### config.mk
export PLATFORM = sky130hd
export DESIGN_NAME = miss_fill_ctrl_flat
export DESIGN_NICKNAME = d
export VERILOG_FILES = /design/src/rtl/miss_fill_ctrl_if.sv /design/src/rtl/miss_fill_ctrl.sv /design/src/flat_wrapper.sv
export SDC_FILE = /design/constraint.sdc
export NUM_CORES = 1
export LEC_CHECK = 0
export ABC_AREA = 1
export CORE_MARGIN = 2
export CORE_UTILIZATION = 55
export CTS_BUF_LIST = sky130_fd_sc_hd__clkbuf_4 sky130_fd_sc_hd__clkbuf_8
export CTS_CLUSTER_SIZE = 24
export DETAILED_ROUTE_END_ITERATION = 12
export GPL_ROUTABILITY_DRIVEN = 0
export PLACE_DENSITY = 0.87
export SETUP_SLACK_MARGIN = 0.1
export SYNTH_ARGS = -nofsm -noshare
export SYNTH_HDL_FRONTEND = slang
export SYNTH_SLANG_ARGS = --single-unit
### constraint.sdc
create_clock -name clk -period 2.8 [get_ports clk]
set_clock_uncertainty 0.05 [all_clocks]
set_input_delay 0.56 -clock clk [delete_from_list [all_inputs] [get_ports clk]]
set_output_delay 0.56 -clock clk [all_outputs]
set_load 0.02 [all_outputs]
### src/rtl/miss_fill_ctrl_if.sv
// Cache-miss, backing-memory read and fill-return signals of miss_fill_ctrl.
// The controller uses the slave modport; the cache/memory side uses master.
interface miss_fill_ctrl_if #(
  parameter int unsigned ADDR_W = 8,
  parameter int unsigned DATA_W = 8
);
  logic              miss_valid;
  logic [ADDR_W-1:0] miss_addr;
  logic              miss_ready;
  logic              mem_rd_en;
  logic [ADDR_W-1:0] mem_addr;
  logic              mem_rvalid;
  logic [DATA_W-1:0] mem_rdata;
  logic              fill_valid;
  logic [ADDR_W-1:0] fill_addr;
  logic [DATA_W-1:0] fill_data;
  logic              fill_err;
  logic              fill_ready;
  logic              busy;

  modport master (
    output miss_valid, miss_addr, mem_rvalid, mem_rdata, fill_ready,
    input  miss_ready, mem_rd_en, mem_addr, fill_valid, fill_addr, fill_data, fill_err, busy
  );

  modport slave (
    input  miss_valid, miss_addr, mem_rvalid, mem_rdata, fill_ready,
    output miss_ready, mem_rd_en, mem_addr, fill_valid, fill_addr, fill_data, fill_err, busy
  );
endinterface

### src/rtl/miss_fill_ctrl.sv
// Cache miss handler: queues miss addresses in a 2-deep FIFO, reads each one from
// backing memory in order and returns one fill per miss (error fill on timeout).
module miss_fill_ctrl #(
  parameter int unsigned ADDR_W  = 8,
  parameter int unsigned DATA_W  = 8,
  parameter int unsigned TIMEOUT = 15
) (
  input  logic            clk,
  input  logic            rst,
  miss_fill_ctrl_if.slave bus
);
  localparam int unsigned DEPTH = 2;
  localparam int unsigned CNT_W = 2;
  localparam int unsigned TMR_W = (TIMEOUT > 1) ? $clog2(TIMEOUT) : 1;
  localparam logic [TMR_W-1:0] TMR_LAST = TMR_W'(TIMEOUT - 1);

  typedef enum logic [1:0] {S_IDLE, S_REQ, S_WAIT, S_FILL} state_e;

  state_e            state_q, state_d;
  logic [ADDR_W-1:0] fifo_q [DEPTH];
  logic [ADDR_W-1:0] fifo_d [DEPTH];
  logic              wr_ptr_q, wr_ptr_d;
  logic              rd_ptr_q, rd_ptr_d;
  logic [CNT_W-1:0]  count_q, count_d;
  logic [TMR_W-1:0]  timer_q, timer_d;
  logic [ADDR_W-1:0] cur_addr_q, cur_addr_d;
  logic [DATA_W-1:0] fill_data_q, fill_data_d;
  logic              fill_err_q, fill_err_d;
  logic              miss_ready_q, miss_ready_d;
  logic              mem_rd_en_q, mem_rd_en_d;
  logic              fill_valid_q, fill_valid_d;
  logic              busy_q, busy_d;
  logic              push, pop;

  // Next-state: FIFO bookkeeping, request sequencing and registered output values.
  always_comb begin
    state_d     = state_q;
    fifo_d      = fifo_q;
    wr_ptr_d    = wr_ptr_q;
    rd_ptr_d    = rd_ptr_q;
    timer_d     = timer_q;
    cur_addr_d  = cur_addr_q;
    fill_data_d = fill_data_q;
    fill_err_d  = fill_err_q;

    push = bus.miss_valid && miss_ready_q;
    pop  = (state_q == S_IDLE) && (count_q != '0);

    if (push) begin
      fifo_d[wr_ptr_q] = bus.miss_addr;
      wr_ptr_d         = ~wr_ptr_q;
    end
    if (pop) begin
      rd_ptr_d = ~rd_ptr_q;
    end
    count_d = count_q + CNT_W'(push) - CNT_W'(pop);

    case (state_q)
      S_IDLE: begin
        if (pop) begin
          cur_addr_d = fifo_q[rd_ptr_q];
          state_d    = S_REQ;
        end
      end
      S_REQ: begin
        timer_d = '0;
        state_d = S_WAIT;
      end
      S_WAIT: begin
        // A response on the last timer cycle still wins over the timeout.
        if (bus.mem_rvalid) begin
          fill_data_d = bus.mem_rdata;
          fill_err_d  = 1'b0;
          state_d     = S_FILL;
        end else if (timer_q == TMR_LAST) begin
          fill_data_d = '0;
          fill_err_d  = 1'b1;
          state_d     = S_FILL;
        end else begin
          timer_d = timer_q + TMR_W'(1);
        end
      end
      S_FILL: begin
        if (fill_valid_q && bus.fill_ready) begin
          state_d = S_IDLE;
        end
      end
      default: state_d = S_IDLE;
    endcase

    miss_ready_d = (count_d < CNT_W'(DEPTH));
    busy_d       = (state_d != S_IDLE) || (count_d != '0);
    mem_rd_en_d  = (state_d == S_REQ);
    fill_valid_d = (state_d == S_FILL);
  end

  always_ff @(posedge clk or negedge rst) begin
    if (!rst) begin
      state_q      <= S_IDLE;
      fifo_q       <= '{default: '0};
      wr_ptr_q     <= 1'b0;
      rd_ptr_q     <= 1'b0;
      count_q      <= '0;
      timer_q      <= '0;
      cur_addr_q   <= '0;
      fill_data_q  <= '0;
      fill_err_q   <= 1'b0;
      miss_ready_q <= 1'b1;
      mem_rd_en_q  <= 1'b0;
      fill_valid_q <= 1'b0;
      busy_q       <= 1'b0;
    end else begin
      state_q      <= state_d;
      fifo_q       <= fifo_d;
      wr_ptr_q     <= wr_ptr_d;
      rd_ptr_q     <= rd_ptr_d;
      count_q      <= count_d;
      timer_q      <= timer_d;
      cur_addr_q   <= cur_addr_d;
      fill_data_q  <= fill_data_d;
      fill_err_q   <= fill_err_d;
      miss_ready_q <= miss_ready_d;
      mem_rd_en_q  <= mem_rd_en_d;
      fill_valid_q <= fill_valid_d;
      busy_q       <= busy_d;
    end
  end

  assign bus.miss_ready = miss_ready_q;
  assign bus.mem_rd_en  = mem_rd_en_q;
  assign bus.mem_addr   = cur_addr_q;
  assign bus.fill_valid = fill_valid_q;
  assign bus.fill_addr  = cur_addr_q;
  assign bus.fill_data  = fill_data_q;
  assign bus.fill_err   = fill_err_q;
  assign bus.busy       = busy_q;
endmodule

### src/flat_wrapper.sv
// flat-port wrapper written by rule: the top's interface ports become plain ports
module miss_fill_ctrl_flat 
#(
  parameter int unsigned ADDR_W  = 8,
  parameter int unsigned DATA_W  = 8,
  parameter int unsigned TIMEOUT = 15
)
  (clk, rst, bus_miss_valid, bus_miss_addr, bus_mem_rvalid, bus_mem_rdata, bus_fill_ready, bus_miss_ready, bus_mem_rd_en, bus_mem_addr, bus_fill_valid, bus_fill_addr, bus_fill_data, bus_fill_err, bus_busy);
  miss_fill_ctrl_if #(.ADDR_W(ADDR_W), .DATA_W(DATA_W)) bus_i ();
  input  logic clk;
  input  logic rst;
  input wire logic [$bits(bus_i.miss_valid)-1:0] bus_miss_valid;
  input wire logic [$bits(bus_i.miss_addr)-1:0] bus_miss_addr;
  input wire logic [$bits(bus_i.mem_rvalid)-1:0] bus_mem_rvalid;
  input wire logic [$bits(bus_i.mem_rdata)-1:0] bus_mem_rdata;
  input wire logic [$bits(bus_i.fill_ready)-1:0] bus_fill_ready;
  output wire logic [$bits(bus_i.miss_ready)-1:0] bus_miss_ready;
  output wire logic [$bits(bus_i.mem_rd_en)-1:0] bus_mem_rd_en;
  output wire logic [$bits(bus_i.mem_addr)-1:0] bus_mem_addr;
  output wire logic [$bits(bus_i.fill_valid)-1:0] bus_fill_valid;
  output wire logic [$bits(bus_i.fill_addr)-1:0] bus_fill_addr;
  output wire logic [$bits(bus_i.fill_data)-1:0] bus_fill_data;
  output wire logic [$bits(bus_i.fill_err)-1:0] bus_fill_err;
  output wire logic [$bits(bus_i.busy)-1:0] bus_busy;
  assign bus_i.miss_valid = bus_miss_valid;
  assign bus_i.miss_addr = bus_miss_addr;
  assign bus_i.mem_rvalid = bus_mem_rvalid;
  assign bus_i.mem_rdata = bus_mem_rdata;
  assign bus_i.fill_ready = bus_fill_ready;
  assign bus_miss_ready = bus_i.miss_ready;
  assign bus_mem_rd_en = bus_i.mem_rd_en;
  assign bus_mem_addr = bus_i.mem_addr;
  assign bus_fill_valid = bus_i.fill_valid;
  assign bus_fill_addr = bus_i.fill_addr;
  assign bus_fill_data = bus_i.fill_data;
  assign bus_fill_err = bus_i.fill_err;
  assign bus_busy = bus_i.busy;
  miss_fill_ctrl #(.ADDR_W(ADDR_W), .DATA_W(DATA_W), .TIMEOUT(TIMEOUT)) u_core (.clk(clk), .rst(rst), .bus(bus_i));
endmodule
# Yosys cells after proc, flatten, opt, wreduce, memory -nomap -nowiden
# Index checks and enable logic that the tools add are counted.
# W data, S select, Z words.
[word_totals]
register_bits = 47
in_bits = 21
out_inout_bits = 29
[op_classes]
n_eq_ne = 8
n_lt_le_gt_ge = 4
add_sub_neg = 3
n_mux = 18
n_bitwise = 4
n_reduce_logical = 14
[op_table]
columns = ["op", "count"]
rows = [
  ["$mux W8", 6],
  ["$bwmux W16", 1],
  ["$reduce_bool A2 Y1", 5],
  ["$demux W8 S1", 1],
  ["$mux W2", 4],
  ["$mux W4", 2],
  ["$pmux W2 S4", 1],
  ["$pmux W4 S2", 1],
  ["$eq A2 B2 Y1 const B", 3],
  ["$add A4 B1 Y4 const B", 1],
  ["$eq A2 B1 Y1 const B", 2],
  ["$eq A4 B4 Y1 const B", 1],
  ["$ge A2 B2 Y1 const B", 2],
  ["$logic_and A1 B1 Y1", 4],
  ["$ne A2 B2 Y1 const B", 2],
  ["$not A1 Y2", 2],
  ["$reduce_and A2 Y1", 2],
  ["$reduce_and A3 Y1", 1],
  ["$add A2 B1 Y2", 1],
  ["$logic_not A2 Y1", 1],
  ["$lt A2 B1 Y1 const B", 1],
  ["$lt A2 B2 Y1 const B", 1],
  ["$mux W1", 2],
  ["$not A1 Y1", 2],
  ["2 further kinds", 2],
]

# Longest topological paths before layout
# Gate-level depths: netlist of run 1.
[depth]
depth_word = 6
ltp_mapped = 14

# Worst setup path after synthesis of run 1
# Ideal clock, no wire load.
[synth_timing]
kind = "flip-flop to flip-flop"
startpoint = "register u_core.count_q[1]"
endpoint = "register u_core.busy_q (netlist: u_core.bus.busy)"
required_ns = 2.630
t_arrival_ns = 1.655
slack_ns = 0.975
stages_incl_launch_ff = 14
setup_time_ns = 0.120
path_cell_list = "dfrtp_1 > o21ai_4 > inv_2 > ha_1 > inv_1 > ha_1 > inv_1 > nand2_1 > nand2_1 > nand2_1 > nand2_1 > inv_1 > nor2_1 > nand2_1"
[synth_via]
word_cells_on_any_way = 9
cone_classes = "2 x add/sub; 2 x mux; 5 x reduce/logical"
[synth_lines]
columns = ["element", "line_no", "rtl"]
rows = [
  ["start: declaration", "miss_fill_ctrl.sv:24", "logic [CNT_W-1:0] count_q, count_d;"],
  ["start signal: assignment", "miss_fill_ctrl.sv:117", "count_q <= count_d;"],
  ["$reduce_bool A2 Y1", "miss_fill_ctrl.sv:47", "pop = (state_q == S_IDLE) && (count_q != '0);"],
  ["$logic_and A1 B1 Y1", "miss_fill_ctrl.sv:47", ""],
  ["named net u_core.pop", "miss_fill_ctrl.sv:33", "logic push, pop;"],
  ["$sub A2 B1 Y2", "miss_fill_ctrl.sv:56", "count_d = count_q + CNT_W'(push) - CNT_W'(pop);"],
  ["named net u_core.count_d[1]", "miss_fill_ctrl.sv:24", ""],
  ["$reduce_bool A2 Y1", "miss_fill_ctrl.sv:92", "busy_d = (state_d != S_IDLE) || (count_d != '0);"],
  ["$logic_or A1 B1 Y1", "miss_fill_ctrl.sv:92", ""],
  ["named net u_core.busy_d", "miss_fill_ctrl.sv:32", "logic busy_q, busy_d;"],
  ["end signal: assignment", "miss_fill_ctrl.sv:125", "busy_q <= busy_d;"],
  ["end: declaration", "miss_fill_ctrl.sv:32", ""],
]
# The timed path passes the listed nets, and every way through them passes these cells.
# A chain may end at the register's enable or synchronous reset.

# Worst setup path after layout of run 1
# Same ends and word-level chain as after synthesis.

==> results by group, run 1 <==
Global routing
  • Vias in the first global route: 1526
  • First-pass GRT wire length: 6.61 mm
  • Largest net degree at the start of global routing: 32
  • All-layer global routing usage: 20.4%
  • Initial antenna violation count: 0
  • Grt total ovfl: 0

Critical path
  • Worst reg2reg startpoint: u_core.count_q[1]
  • Critical path's slowest cell: o21ai_4
  • WP buf/inv: 4
  • CP cell instances: o21ai_4 > inv_2 > ha_1 > inv_1 > ha_1 > inv_1 > nand2_1 > nand2_1 > nand2_1 > nand2_1 > inv_1 > nor2_1 > nand2_1
  • Crit. Startpoint: u_core.count_q[1]
  • Worst R2R Setup Slack: 570 ps
  • Cell mode on critical path: nand2_1
  • Critical path class: reg2reg
  • CP Data Required Time: 2940 ps
  • CP top delay family: adder cells
  • Startpoint Class: flip-flop
  • Crit end category: flip-flop
  • Worst path max stage delay: 490 ps
  • Critical path arrival: 2370 ps
  • Critical path peak fanout: 19

Synthesis
  • Post-synthesis cell count: 230
  • Synthesis-stage register bit count: 47
  • Distinct cells, synth: 27
  • Syn Std Cell Area: 0.00214 mm2
  • Synth Warn #: 0
  • Post-Syn Nets: 255
  • Register area share after synthesis: 55.0%
  • Mean Syn Cell Area: 9.31 um2

Floorplanning
  • Row cnt: 22
  • Die Footprint: 0.00441 mm2
  • IO Count: 50
  • CORE AREA: 0.00369 mm2
  • Initial core utilization: 58.0%
  • Die width: 66.4 um
  • Die Y: 66.4 um

Pwr
  • PD cells: 1130 mW/mm2
  • Internal cell power: 1.85 mW
  • Clock Power Share: 16.8%
  • Max VDD drop: 712 uV
  • Seq pwr share: 39.7%
  • LEAKAGE: 1.33 nW
  • Net Switching: 1.19 mW
  • Total power: 3.04 mW
  • Logic pwr share: 43.5%
  • Sw Share: 39.1%

CTS
  • CTS tree: built
  • Worst skew pair latency: 300 ps
  • CTS Buffer Depth: 2
  • H-tree Lvls: 2
  • TritonCTS buffer count: 5
  • Clk slew on worst S/H paths: 90 ps
  • Number of gates resized after cts: 0
  • Root buf cell: clkbuf_8
  • CTS hold repair buffers: 0
  • Post-CTS Setup Bufs: 0
  • Clock Sink Count: 47

Placement
  • Post-DP HPWL: 2.78 mm
  • Port buffer count: 49
  • Placed Area: 0.00257 mm2

Timing
  • Minimum clock period: 2230 ps
  • Final Cycle Share: 79.7%
  • Achievable frequency: 448 MHz
  • Slew at the pin closest to its max-slew limit: 725 ps
  • Final Max Tran Viols: 0
  • Slew Limit Headroom: 51.6%
  • Setup violators final: 0
  • Total Neg Setup Slack: 0 ps
  • RSZ-0062 raised after global routing: no
  • Hold Vio Cnt, Final: 0

Detailed routing
  • DR vias/cell: 4.94
  • Initial DRC Count: 66
  • ANT nets after route: 0
  • Remaining DRCs: 0
  • DR WL/cell: 11.9 um
  • Via count: 1591
  • DR pass1 iterations: 4
  • Routed Wire Length: 3.85 mm

Job
  • Max cap viols: 0

Finish
  • Area added between synthesis and finish: 25.8%
  • Commonest non-fill, non-tap cell in the layout: nand2_1
  • Nets: 298
  • # diodes: 0
  • Final Util: 73.0%
  • Design area: 0.00269 mm2
  • Most frequent cells in the layout: nand2_1 (71), clkdlybuf4s50_1 (48), dfrtp_1 (46), inv_1 (24), nor2_1 (19)
  • Share of cells above drive strength 1: 11.3%

Hold path
  • Min-delay worst type: in2async

Outcome
  • Status: completed
## registers in the layout, indices dropped and copies added, names as in the netlist
register	flops
u_core.bus.busy	1
u_core.bus.fill_addr	8
u_core.bus.fill_data	8
u_core.bus.fill_err	1
u_core.bus.fill_valid	1
u_core.bus.mem_rd_en	1
u_core.bus.miss_ready	1
u_core.count_q	2
u_core.fifo_q	16
u_core.rd_ptr_q	1
u_core.state_q	2
u_core.timer_q	4
u_core.wr_ptr_q	1
## cell usage after synthesis
| master | count | area [um2] |
|---|---|---|
| buf_2 | 2 | 10.0 |
| or2_1 | 1 | 6.26 |
| buf_6 | 3 | 33.8 |
| nor2_4 | 1 | 11.3 |
| nand4_1 | 1 | 6.26 |
| buf_4 | 8 | 60.1 |
| nand3_1 | 8 | 40.0 |
| inv_2 | 3 | 11.3 |
| nand3_4 | 1 | 17.5 |
| o21ai_4 | 1 | 16.3 |
| nand3_2 | 1 | 10.0 |
| buf_8 | 1 | 15.0 |
| xor2_1 | 2 | 17.5 |
| nand2_1 | 71 | 267 |
| o31ai_4 | 1 | 21.3 |
| inv_1 | 24 | 90.1 |
| o21ai_1 | 3 | 15.0 |
| nand2_2 | 2 | 12.5 |
| ha_1 | 4 | 50.1 |
| clkinv_1 | 1 | 3.75 |
| nor2_2 | 1 | 6.26 |
| o21ai_0 | 8 | 40.0 |
| o31ai_1 | 7 | 52.6 |
| dfstp_2 | 1 | 26.3 |
| o21ai_2 | 9 | 78.8 |
| nor2_1 | 19 | 71.3 |
| dfrtp_1 | 46 | 1150 |
## area by class of cell
cell class              instances  area, um2
flip-flops and latches         47       1180
fillers                       270        996
clock buffers                   6       82.6
multi-input cells             141        739
repair buffers                 50        493
clock inverters                 2       35.0
inverters                      28        105
well taps                      48       60.1
## per-layer routing
metal / up-vias / routed length, um / GRT usage (%)
met1: 739 / 1660 / 23.3
met4: 0 / 84 / 9.95
met5: - / 0 / 0
met3: 7 / 219 / 5.28
met2: 48 / 1880 / 35.1
li1: 797 / - / -
## through the flow
stage | cells | setup slack [ps] | hold slack [ps]
after floorplan | 230 | 975 | 214
after global placement | 314 | 717 | 403
after detailed placement | 314 | 587 | 408
after CTS | 322 | 526 | 109
after global routing | 322 | 354 | 111
final | 322 | 568 | 107
## power groups by stage
stage / sequential [mW] / clock (mW) / combinational (mW)
finish: 1.21 / 0.511 / 1.32
global route: 1.24 / 0.551 / 1.48
CTS: 1.21 / 0.519 / 1.34
detailed placement: 1.22 / 0 / 1.33
global placement: 1.20 / 0 / 1.29
floorplan: 1.33 / 0 / 0.771
## worst reg2reg max path: cells and delay by family, from the launching register on
family | cells | cell delay [ps]
DFF | 1 | 430
adders and majority gates | 2 | 500
AOI/OAI and AO/OA | 1 | 490
and+or+nand+nor | 6 | 400
buffers and inverters | 4 | 250
## path summary, 6_finish.rpt
check	to	cells after the start
worst max-delay path	u_core.bus.busy	13
worst min-delay path	u_core.bus.fill_addr[5]	1
worst max register to register	u_core.bus.busy	13
worst min register to register	u_core.bus.fill_data[5]	2
max in group asynchronous	u_core.fifo_q[8]	2
min in group clk	u_core.bus.fill_data[5]	2
## logic make-up (layout without fill, tap and decap cells)
logic type | Yosys count | count (layout) | share of synthesized area (%)
AOI/OAI and AO/OA | 29 | 29 | 10.5
xor gates and xnor gates | 2 | 2 | 0.818
DFF | 47 | 47 | 55.0
adders and majority gates | 4 | 4 | 2.34
and+or+nand+nor | 106 | 106 | 20.9
buffers and inverters | 42 | 86 | 10.5
Power figures use the tool's default switching activity.
==> run 2: changes to the inputs <==
--- a/config.mk
+++ b/config.mk
@@ -7,12 +7,12 @@
 export LEC_CHECK = 0
 export ABC_AREA = 1
 export CORE_MARGIN = 2
-export CORE_UTILIZATION = 55
+export CORE_UTILIZATION = 51
 export CTS_BUF_LIST = sky130_fd_sc_hd__clkbuf_4 sky130_fd_sc_hd__clkbuf_8
 export CTS_CLUSTER_SIZE = 24
 export DETAILED_ROUTE_END_ITERATION = 12
 export GPL_ROUTABILITY_DRIVEN = 0
-export PLACE_DENSITY = 0.87
+export PLACE_DENSITY = 0.81
 export SETUP_SLACK_MARGIN = 0.1
 export SYNTH_ARGS = -nofsm -noshare
 export SYNTH_HDL_FRONTEND = slang
==> constraint.sdc (replaced) <==
create_clock -name clk -period 2.3 [get_ports clk]
set_clock_uncertainty 0.05 [all_clocks]
set_input_delay 0.46 -clock clk [delete_from_list [all_inputs] [get_ports clk]]
set_output_delay 0.46 -clock clk [all_outputs]
set_load 0.02 [all_outputs]
==> run 2 against run 1 <==
Wire length down 0.60%. Utilization fell by 6.3 points. Die area increased by 7.4%. Highest routed layer unchanged.
==> results by group, run 2 (synthesis results as in run 1) <==
Outcome
  • Status: completed

Global routing
  • Largest net degree at the start of global routing: 48 (+50%)
  • Initial antenna violation count: 0 (unchanged)
  • First-pass GRT wire length: 6.60 mm (-0.21%)
  • Vias in the first global route: 1480 (-3.0%)
  • All-layer global routing usage: 18.8% (-1.5 points)
  • Grt total ovfl: 0 (unchanged)

CTS
  • CTS hold repair buffers: 0 (unchanged)
  • CTS tree: built
  • Post-CTS Setup Bufs: 0 (unchanged)
  • Root buf cell: clkbuf_8
  • CTS Buffer Depth: 2 (unchanged)
  • Clk slew on worst S/H paths: 70 ps (-20 ps)
  • TritonCTS buffer count: 5 (unchanged)
  • Worst skew pair latency: 290 ps (about the same)
  • Number of gates resized after cts: 0 (unchanged)
  • H-tree Lvls: 2 (unchanged)
  • Clock Sink Count: 47 (unchanged)

Critical path
  • Critical path's slowest cell: clkdlybuf4s50_1
  • Worst path max stage delay: 600 ps (+110 ps)
  • Critical path peak fanout: 2 (-17)
  • CP top delay family: buffers and inverters
  • CP cell instances: clkdlybuf4s50_1
  • Critical path arrival: 1430 ps (-940 ps)
  • Startpoint Class: flip-flop
  • CP Data Required Time: 1790 ps (-1150 ps)
  • Crit end category: primary output
  • Critical path class: reg2out
  • WP buf/inv: 1 (-3)

Finish
  • # diodes: 0 (unchanged)
  • Most frequent cells in the layout: nand2_1 (71), clkdlybuf4s50_1 (48), dfrtp_1 (46), inv_1 (24), nor2_1 (19)
  • Largest Register: u_core.fifo_q
  • Commonest non-fill, non-tap cell in the layout: nand2_1
  • Fillers: 336 (+24%)
  • Final Util: 66.7% (-6.3 points)
  • Largest register FFs: 16 (unchanged)
  • Nets: 299 (+0.34%)
  • Share of cells above drive strength 1: 11.6% (+0.32 points)
  • Area added between synthesis and finish: 25.6%

Job
  • Max cap viols: 0 (unchanged)

Detailed routing
  • DR pass1 iterations: 4 (unchanged)
  • ANT nets after route: 0 (unchanged)
  • Initial DRC Count: 56 (-15%)
  • Via count: 1566 (-1.6%)
  • Routed Wire Length: 3.82 mm (-0.60%)
  • Remaining DRCs: 0 (unchanged)
  • DR vias/cell: 4.82 (-2.5%)
  • DR WL/cell: 11.8 um (-1.5%)

Timing
  • Final Cycle Share: 84.2%
  • Slew Limit Headroom: 52.3% (+0.66 points)
  • Hold Vio Cnt, Final: 0 (unchanged)
  • Setup violators final: 0 (unchanged)
  • Final Max Tran Viols: 0 (unchanged)
  • RSZ-0062 raised after global routing: no
  • Slew at the pin closest to its max-slew limit: 715 ps (-9.95 ps)
  • Total Neg Setup Slack: 0 ps (unchanged)
  • Achievable frequency: 516 MHz
  • Minimum clock period: 1940 ps
  • Hold WS: 194 ps (+87.2 ps)

Placement
  • Port buffer count: 49 (unchanged)
  • Post-DP HPWL: 2.76 mm (-0.63%)

Floorplanning
  • Die Y: 68.8 um (+3.6%)
  • CORE AREA: 0.00403 mm2 (+9.2%)
  • IO Count: 50 (unchanged)
  • Die width: 68.8 um (+3.6%)
  • Die Footprint: 0.00473 mm2 (+7.4%)
  • Initial core utilization: 53.1% (-4.9 points)
  • Row cnt: 23 (+4.5%)

Pwr
  • PD cells: 1340 mW/mm2 (+19%)
  • LEAKAGE: 1.33 nW (-0.15%)
  • Total power: 3.62 mW (+19%)
  • Max VDD drop: 648 uV (-9.1%)

Hold path
  • Min-delay worst type: in2async
run 2: per-layer routing:
| metal | part of all wire, % | vias up | track usage, % |
|---|---|---|---|
| met3 | 4.3 | 6 | 4.87 |
| met2 | 48 | 33 | 31.3 |
| met1 | 46 | 733 | 24.3 |
| met5 | 0 | - | 0 |
| li1 | - | 794 | - |
| met4 | 1.4 | 0 | 5.88 |
run 2: cell type report:
type                            instances  area (um2)  share of cell area, %
Inverter                               28         105                   3.91
Timing Repair Buffer                   51         500                   18.6
Sequential cell                        47        1180                   43.8
Tap cell                               50        62.6                   2.33
Multi-Input combinational cell        141         739                   27.5
Clock buffer                            8         104                   3.86
run 2: final timing paths:
| check | from | to | slack (ps) | depth (start not counted) |
|---|---|---|---|---|
| max | u_core.bus.miss_ready | bus_miss_ready | 360 | 1 |
| min | rst | u_core.state_q[0] | 190 | 2 |
| max reg2reg | u_core.count_q[1] | u_core.bus.busy | 450 | 13 |
| min reg2reg | u_core.bus.fill_data[1] | u_core.bus.fill_data[1] | 420 | 2 |
| max in group asynchronous | rst | u_core.bus.fill_data[0] | 1610 | 2 |
| min in group clk | u_core.bus.fill_data[1] | u_core.bus.fill_data[1] | 420 | 2 |
run 2: metrics by stage:
stage | std cells | cell area [um2] | setup WS [ps]
floorplan | 230 | 2140 | 475
global placement | 317 | 2580 | 365
detailed placement | 317 | 2580 | 349
CTS | 325 | 2690 | 346
global route | 325 | 2690 | 295
finish | 325 | 2690 | 364
run 2: where the power goes:
part           leakage (nW)  internal (mW)  switching (mW)
Combinational         0.696          0.713           0.894
Sequential            0.580           1.19           0.275
Clock                0.0549          0.286           0.254
Total                  1.33           2.19            1.42
==> patch 1: new RTL, flow settings as in run 2 <==
`ADDR_W` is set to 8 in 3 places; all go to 10.
--- a/src/rtl/miss_fill_ctrl_if.sv
+++ b/src/rtl/miss_fill_ctrl_if.sv
@@ -1,7 +1,7 @@
 // Cache-miss, backing-memory read and fill-return signals of miss_fill_ctrl.
 // The controller uses the slave modport; the cache/memory side uses master.
 interface miss_fill_ctrl_if #(
-  parameter int unsigned ADDR_W = 8,
+  parameter int unsigned ADDR_W = 10,
   parameter int unsigned DATA_W = 8
 );
   logic              miss_valid;
--- a/src/rtl/miss_fill_ctrl.sv
+++ b/src/rtl/miss_fill_ctrl.sv
@@ -1,7 +1,7 @@
 // Cache miss handler: queues miss addresses in a 2-deep FIFO, reads each one from
 // backing memory in order and returns one fill per miss (error fill on timeout).
 module miss_fill_ctrl #(
-  parameter int unsigned ADDR_W  = 8,
+  parameter int unsigned ADDR_W  = 10,
   parameter int unsigned DATA_W  = 8,
   parameter int unsigned TIMEOUT = 15
 ) (
--- a/src/flat_wrapper.sv
+++ b/src/flat_wrapper.sv
@@ -1,7 +1,7 @@
 // flat-port wrapper written by rule: the top's interface ports become plain ports
 module miss_fill_ctrl_flat 
 #(
-  parameter int unsigned ADDR_W  = 8,
+  parameter int unsigned ADDR_W  = 10,
   parameter int unsigned DATA_W  = 8,
   parameter int unsigned TIMEOUT = 15
 )
Interface: changed (resized bus_fill_addr, bus_mem_addr and bus_miss_addr); port bits go from 50 to 56. The function was not compared with the original's and may differ.
==> patch 1 against run 2 <==
  * Synthesized area increased by 11%
  * Fmax is 2.3% lower
  * Sequential cell count grew 6
  * Clock power is 21% higher
  * Via count rose by 13%
  * Synthesized cell count rose by 12%
  * Power is 14% higher
  * Non-clock buffer count up 7
  * Design area up 11%
  * Global-route usage is 0.24 points lower
  * Setup slack got worse by 45 ps
  * Routed wire length increased by 15%
  * Combinational power grew 16%
  * Highest routed layer unchanged
==> patch 1: results (changes against run 2) <==
metric;value;unit;change
grt_usage;18.6;%;-0.24 points
synth_nets;284;;+11%
syn_to_final_growth;26.5;%;
synth_fa_ha_area_share;2.11;%;-0.22 points
nets;329;;+10%
dpl_cell_area;2870;um^2;+11%
clockBufferDepth;2;;unchanged
n_antenna_cell;0;;unchanged
final_cells;355;;+9.2%
synthTopCellsByArea;dfrtp_1 (55%), nand2_1 (11%), o21ai_0 (6.8%);;
synth_top_area_share;55.0;%;+1.2 points
hp-class;in2async;;
drt-initial-drc-count;123;;+120%
port_buffers;55;;+12%
overflow;0;;unchanged
cts-resized-gates;0;;unchanged
slew_headroom;59.2;%;+6.9 points
yosysWarnings;0;;unchanged
fillers;382;;+14%
viasPerCell;4.96;;+3.0%
largest_register_ff_count;20;;+4
htree_num_levels;2;;unchanged
numCtsBuffers;5;;unchanged
ys_types;23;;-15%
grt_start_max_net_pins;28;;-42%
clk_latency;310;ps;+20 ps
dr.pass1.iters;4;;unchanged
ys.flop_type;dfrtp_1;;
status;complete, no violations;;
regMostFlops;u_core.fifo_q;;
yosysSeqAreaShare;56.1;%;+1.1 points
synth-seq-cells;53;;+13%
crit_fanout;5;;+3
grt_antenna_before_repair;0;;unchanged
wire_per_inst;12.4;um;+5.1%
placed_cells;347;;+9.5%
wl_met2;2.09;mm;+13%
grt_pass1_vias;1655;;+12%
async_flop_share;100;%;unchanged
synth_mux_area_share;0;%;unchanged
synth_xor_area_share;1.11;%;+0.29 points
root_buffer;clkbuf_8;;
p_leak;1.45;nW;+8.9%
grt_pass1_wl;7.36;mm;+12%
peakVddDrop;0.718;mV;+11%
dr_wl_met3;229;um;+40%
dp_hpwl;3.13;mm;+13%
wirelength_met1;1.99;mm;+13%
arrival;2180;ps;+750 ps
avgSynthCellArea;9.21;um^2;-1.0%
clkTransAtPathRegs;90;ps;+20 ps
top_layer_used;met4;;
drive_gt1_share;13.2;%;+1.6 points
post-cts-setup-buffers;0;;unchanged
setup_viol;0;;unchanged
synth_common_cells;nand2_1 (68), dfrtp_1 (52), o21ai_0 (32);;
synth_compound_area_share;10.9;%;+0.43 points
pre_cts_slack;338;ps;-11.0 ps
==> patch 1: area by class of cell <==
class / count / share of cell area (%)
clock buffers: 6 / 2.76
clock inverters: 2 / 1.25
inverters: 24 / 3.01
multi-input cells: 160 / 27.1
flip-flops and latches: 53 / 44.3
well taps: 52 / 2.17
repair buffers: 58 / 19.4
==> patch 1: power breakdown <==
part | internal [mW] | switching [mW] | total [mW]
Clock | 0.354 | 0.302 | 0.655
Sequential | 1.35 | 0.251 | 1.60
Combinational | 0.829 | 1.04 | 1.87
==> patch 1: critical path: stages, from the launching register on <==
cell and delay (ps):
dfrtp_1 440, nor2_2 160, inv_2 70, nor2_4 150
ha_1 260, inv_1 60, ha_1 180, inv_1 60
or2_2 270, nand3_1 70, nand2_1 80, nand3_1 70
==> patch 1: path summary, 6_finish.rpt <==
| check | from | to | slack (ps) | depth (start not counted) |
|---|---|---|---|---|
| min reg2reg | u_core.fifo_q[3] | u_core.fifo_q[3] | 440 | 2 |
| max | u_core.state_q[0] | u_core.bus.busy | 320 | 11 |
| min in group clk | u_core.fifo_q[3] | u_core.fifo_q[3] | 440 | 2 |
| max in group asynchronous | rst | u_core.fifo_q[5] | 1550 | 2 |
| max reg2reg | u_core.state_q[0] | u_core.bus.busy | 320 | 11 |
| min | rst | u_core.bus.busy | 110 | 1 |
==> patch 1: per-layer routing <==
| metal | vias up | GRT usage [%] |
|---|---|---|
| li1 | 904 | - |
| met1 | 807 | 24.0 |
| met2 | 45 | 29.6 |
| met3 | 6 | 5.00 |
| met4 | 0 | 8.18 |
| met5 | - | 0 |
==> patch 2: new RTL, settings of run 2 <==
Made on the original files. Take the reset off `fill_data_q` and load it in a clocked block of its own.
--- a/src/rtl/miss_fill_ctrl.sv
+++ b/src/rtl/miss_fill_ctrl.sv
@@ -103,7 +103,6 @@
       count_q      <= '0;
       timer_q      <= '0;
       cur_addr_q   <= '0;
-      fill_data_q  <= '0;
       fill_err_q   <= 1'b0;
       miss_ready_q <= 1'b1;
       mem_rd_en_q  <= 1'b0;
@@ -117,13 +116,16 @@
       count_q      <= count_d;
       timer_q      <= timer_d;
       cur_addr_q   <= cur_addr_d;
-      fill_data_q  <= fill_data_d;
       fill_err_q   <= fill_err_d;
       miss_ready_q <= miss_ready_d;
       mem_rd_en_q  <= mem_rd_en_d;
       fill_valid_q <= fill_valid_d;
       busy_q       <= busy_d;
     end
+  end
+
+  always_ff @(posedge clk) begin
+    fill_data_q <= fill_data_d;
   end
 
   assign bus.miss_ready = miss_ready_q;
Behaviour: differs if rst is asserted again (counterexample within 10 cycles, from zero or initial values and one cycle with rst low); with rst held inactive, the same outputs for 10 cycles.
==> patch 2 against run 2 <==
  * First-iteration DRC count grew 55%
  * Fmax rose by 0.17%
  * Utilization shrank 0.052 points
  * Die area shrank 0.45%
  * Synthesized area fell by 0.47%
  * Via count down 2.8%
  * Routed wire length shrank 2.6%
  * Power shrank 8.8%
  * Setup slack better by 3.2 ps
  * Combinational power is 15% lower
  * Design area decreased by 0.79%
  * Sequential cell count unchanged
  * Critical endpoint unchanged
  * Largest power group is now registers
==> patch 2: results (changes against run 2) <==
metric;value;unit;change
ys_types;26;;-3.7%
setup_viol;0;;unchanged
n_antenna_cell;0;;unchanged
clkTransAtPathRegs;80;ps;
drt-initial-drc-count;87;;+55%
r2r-start;u_core.state_q[0];;
fin_ws;367;ps;+3.22 ps
dr.pass1.iters;4;;unchanged
p_leak;1.31;nW;-1.4%
end_kind;output port;;
nets;290;;-3.0%
crit_family;buffers and inverters;;
arrival;1420;ps;
critPathSlowestCell;clkdlybuf4s50_1;;
dr_wl_met3;200;um;+22%
yosysWarnings;0;;unchanged
r2r-end;u_core.bus.busy;;
clockBufferDepth;2;;unchanged
wl_met2;1.81;mm;-1.9%
cts-resized-gates;0;;unchanged
status;complete, no violations;;
regMostFlops;u_core.fifo_q;;
top_layer_used;met4;;
hp-class;in2async;;
ys.flop_type;dfrtp_1;;
synth_common_cells;nand2_1 (55), dfrtp_1 (38), inv_1 (33);;
fillers;342;;+1.8%
yosysSeqAreaShare;57.1;%;+2.1 points
peakVddDrop;0.588;mV;-9.2%
vias;1522;;-2.8%
dpl_cell_area;2570;um^2;-0.53%
r2r_cells;14;;+1
r2r_slack;480;ps;+30 ps
slowest_delay;590;ps;
pre_cts_slack;201;ps;-149 ps
async_flop_share;83.0;%;-17 points
synthTopCellsByArea;dfrtp_1 (45%), edfxtp_1 (11%), nand2_1 (9.7%);;
port_buffers;49;;unchanged
htree_num_levels;2;;unchanged
critPathLaunch;u_core.bus.miss_ready;;
drive_gt1_share;10.9;%;-0.73 points
synth-edff-count;8;;+8
synth_nets;246;;-3.5%
clk_latency;290;ps;about the same
wire_per_inst;11.8;um;+0.16%
grt_pass1_vias;1357;;-8.3%
grt_usage;17.6;%;-1.2 points
worst_setup_path_endpoint;bus_miss_ready;;
largest_register_ff_count;16;;unchanged
drv_cap;0;;unchanged
wirelength_met1;1.64;mm;-6.8%
dp_hpwl;2.76;mm;about the same
grt_start_max_net_pins;40;;-17%
grt_pass1_wl;5.92;mm;-10%
tightest_slew;831;ps;+115 ps
patch 2: changes by cell type in the layout (fill, tap and decap cells not counted), sizes merged:
cell	change
clkinv	+1
clkbuf	-1
nand2	-17
dfrtp	-8
inv	+8
edfxtp	+8
patch 2: timing repair:
item	CTS	global route
buffers inserted	0	1
endpoints found under the hold margin	0	0
endpoints found under the setup margin	0	1
patch 2: worst min path at each step:
stage / startpoint / endpoint / slack, ps
after global routing: rst / u_core.bus.busy / 280
after floorplan: rst / u_core.bus.busy / 110
after detailed placement: u_core.fifo_q[1] / u_core.fifo_q[1] / 430
after CTS: rst / u_core.bus.busy / 250
final: rst / u_core.bus.busy / 210
after global placement: u_core.fifo_q[9] / u_core.fifo_q[9] / 420
patch 2: power breakdown:
group | switching (mW) | internal, mW
sequential | 0.254 | 1.19
combinational | 0.765 | 0.610
clock | 0.247 | 0.237
total | 1.27 | 2.03
patch 2: metrics by stage:
stage / power (mW) / instances / utilization [%]
finish: 3.30 / 316 / 66.7
global placement: 2.79 / 307 / 64.3
floorplan: 2.38 / 221 / -
detailed placement: 2.84 / 307 / 64.3
global route: 3.54 / 316 / 66.7
CTS: 3.33 / 315 / 66.5
patch 2: cells by family (layout without fill, tap and decap cells):
logic type	Yosys count	count (layout)	synth area share (%)
fa+ha+maj	4	4	2.35
buf+inv	50	95	11.7
compound gates	29	29	9.92
flops	47	47	57.1
xor+xnor	2	2	0.822
simple gates	89	89	18.0
patch 2: cell type report:
cell class	instances	area [um^2]	share of cell area (%)
Multi-Input combinational cell	124	663	24.9
Tap cell	50	62.6	2.35
Inverter	36	135	5.07
Clock inverter	1	5.00	0.188
Timing Repair Buffer	51	500	18.8
Sequential cell	47	1220	45.6
Clock buffer	7	83.8	3.14
patch 2: routing by layer:
layer	global-route usage, %	vias to the layer above
li1	-	768
met2	29.1	41
met1	21.7	708
met5	0	-
met4	7.50	0
met3	5.03	5
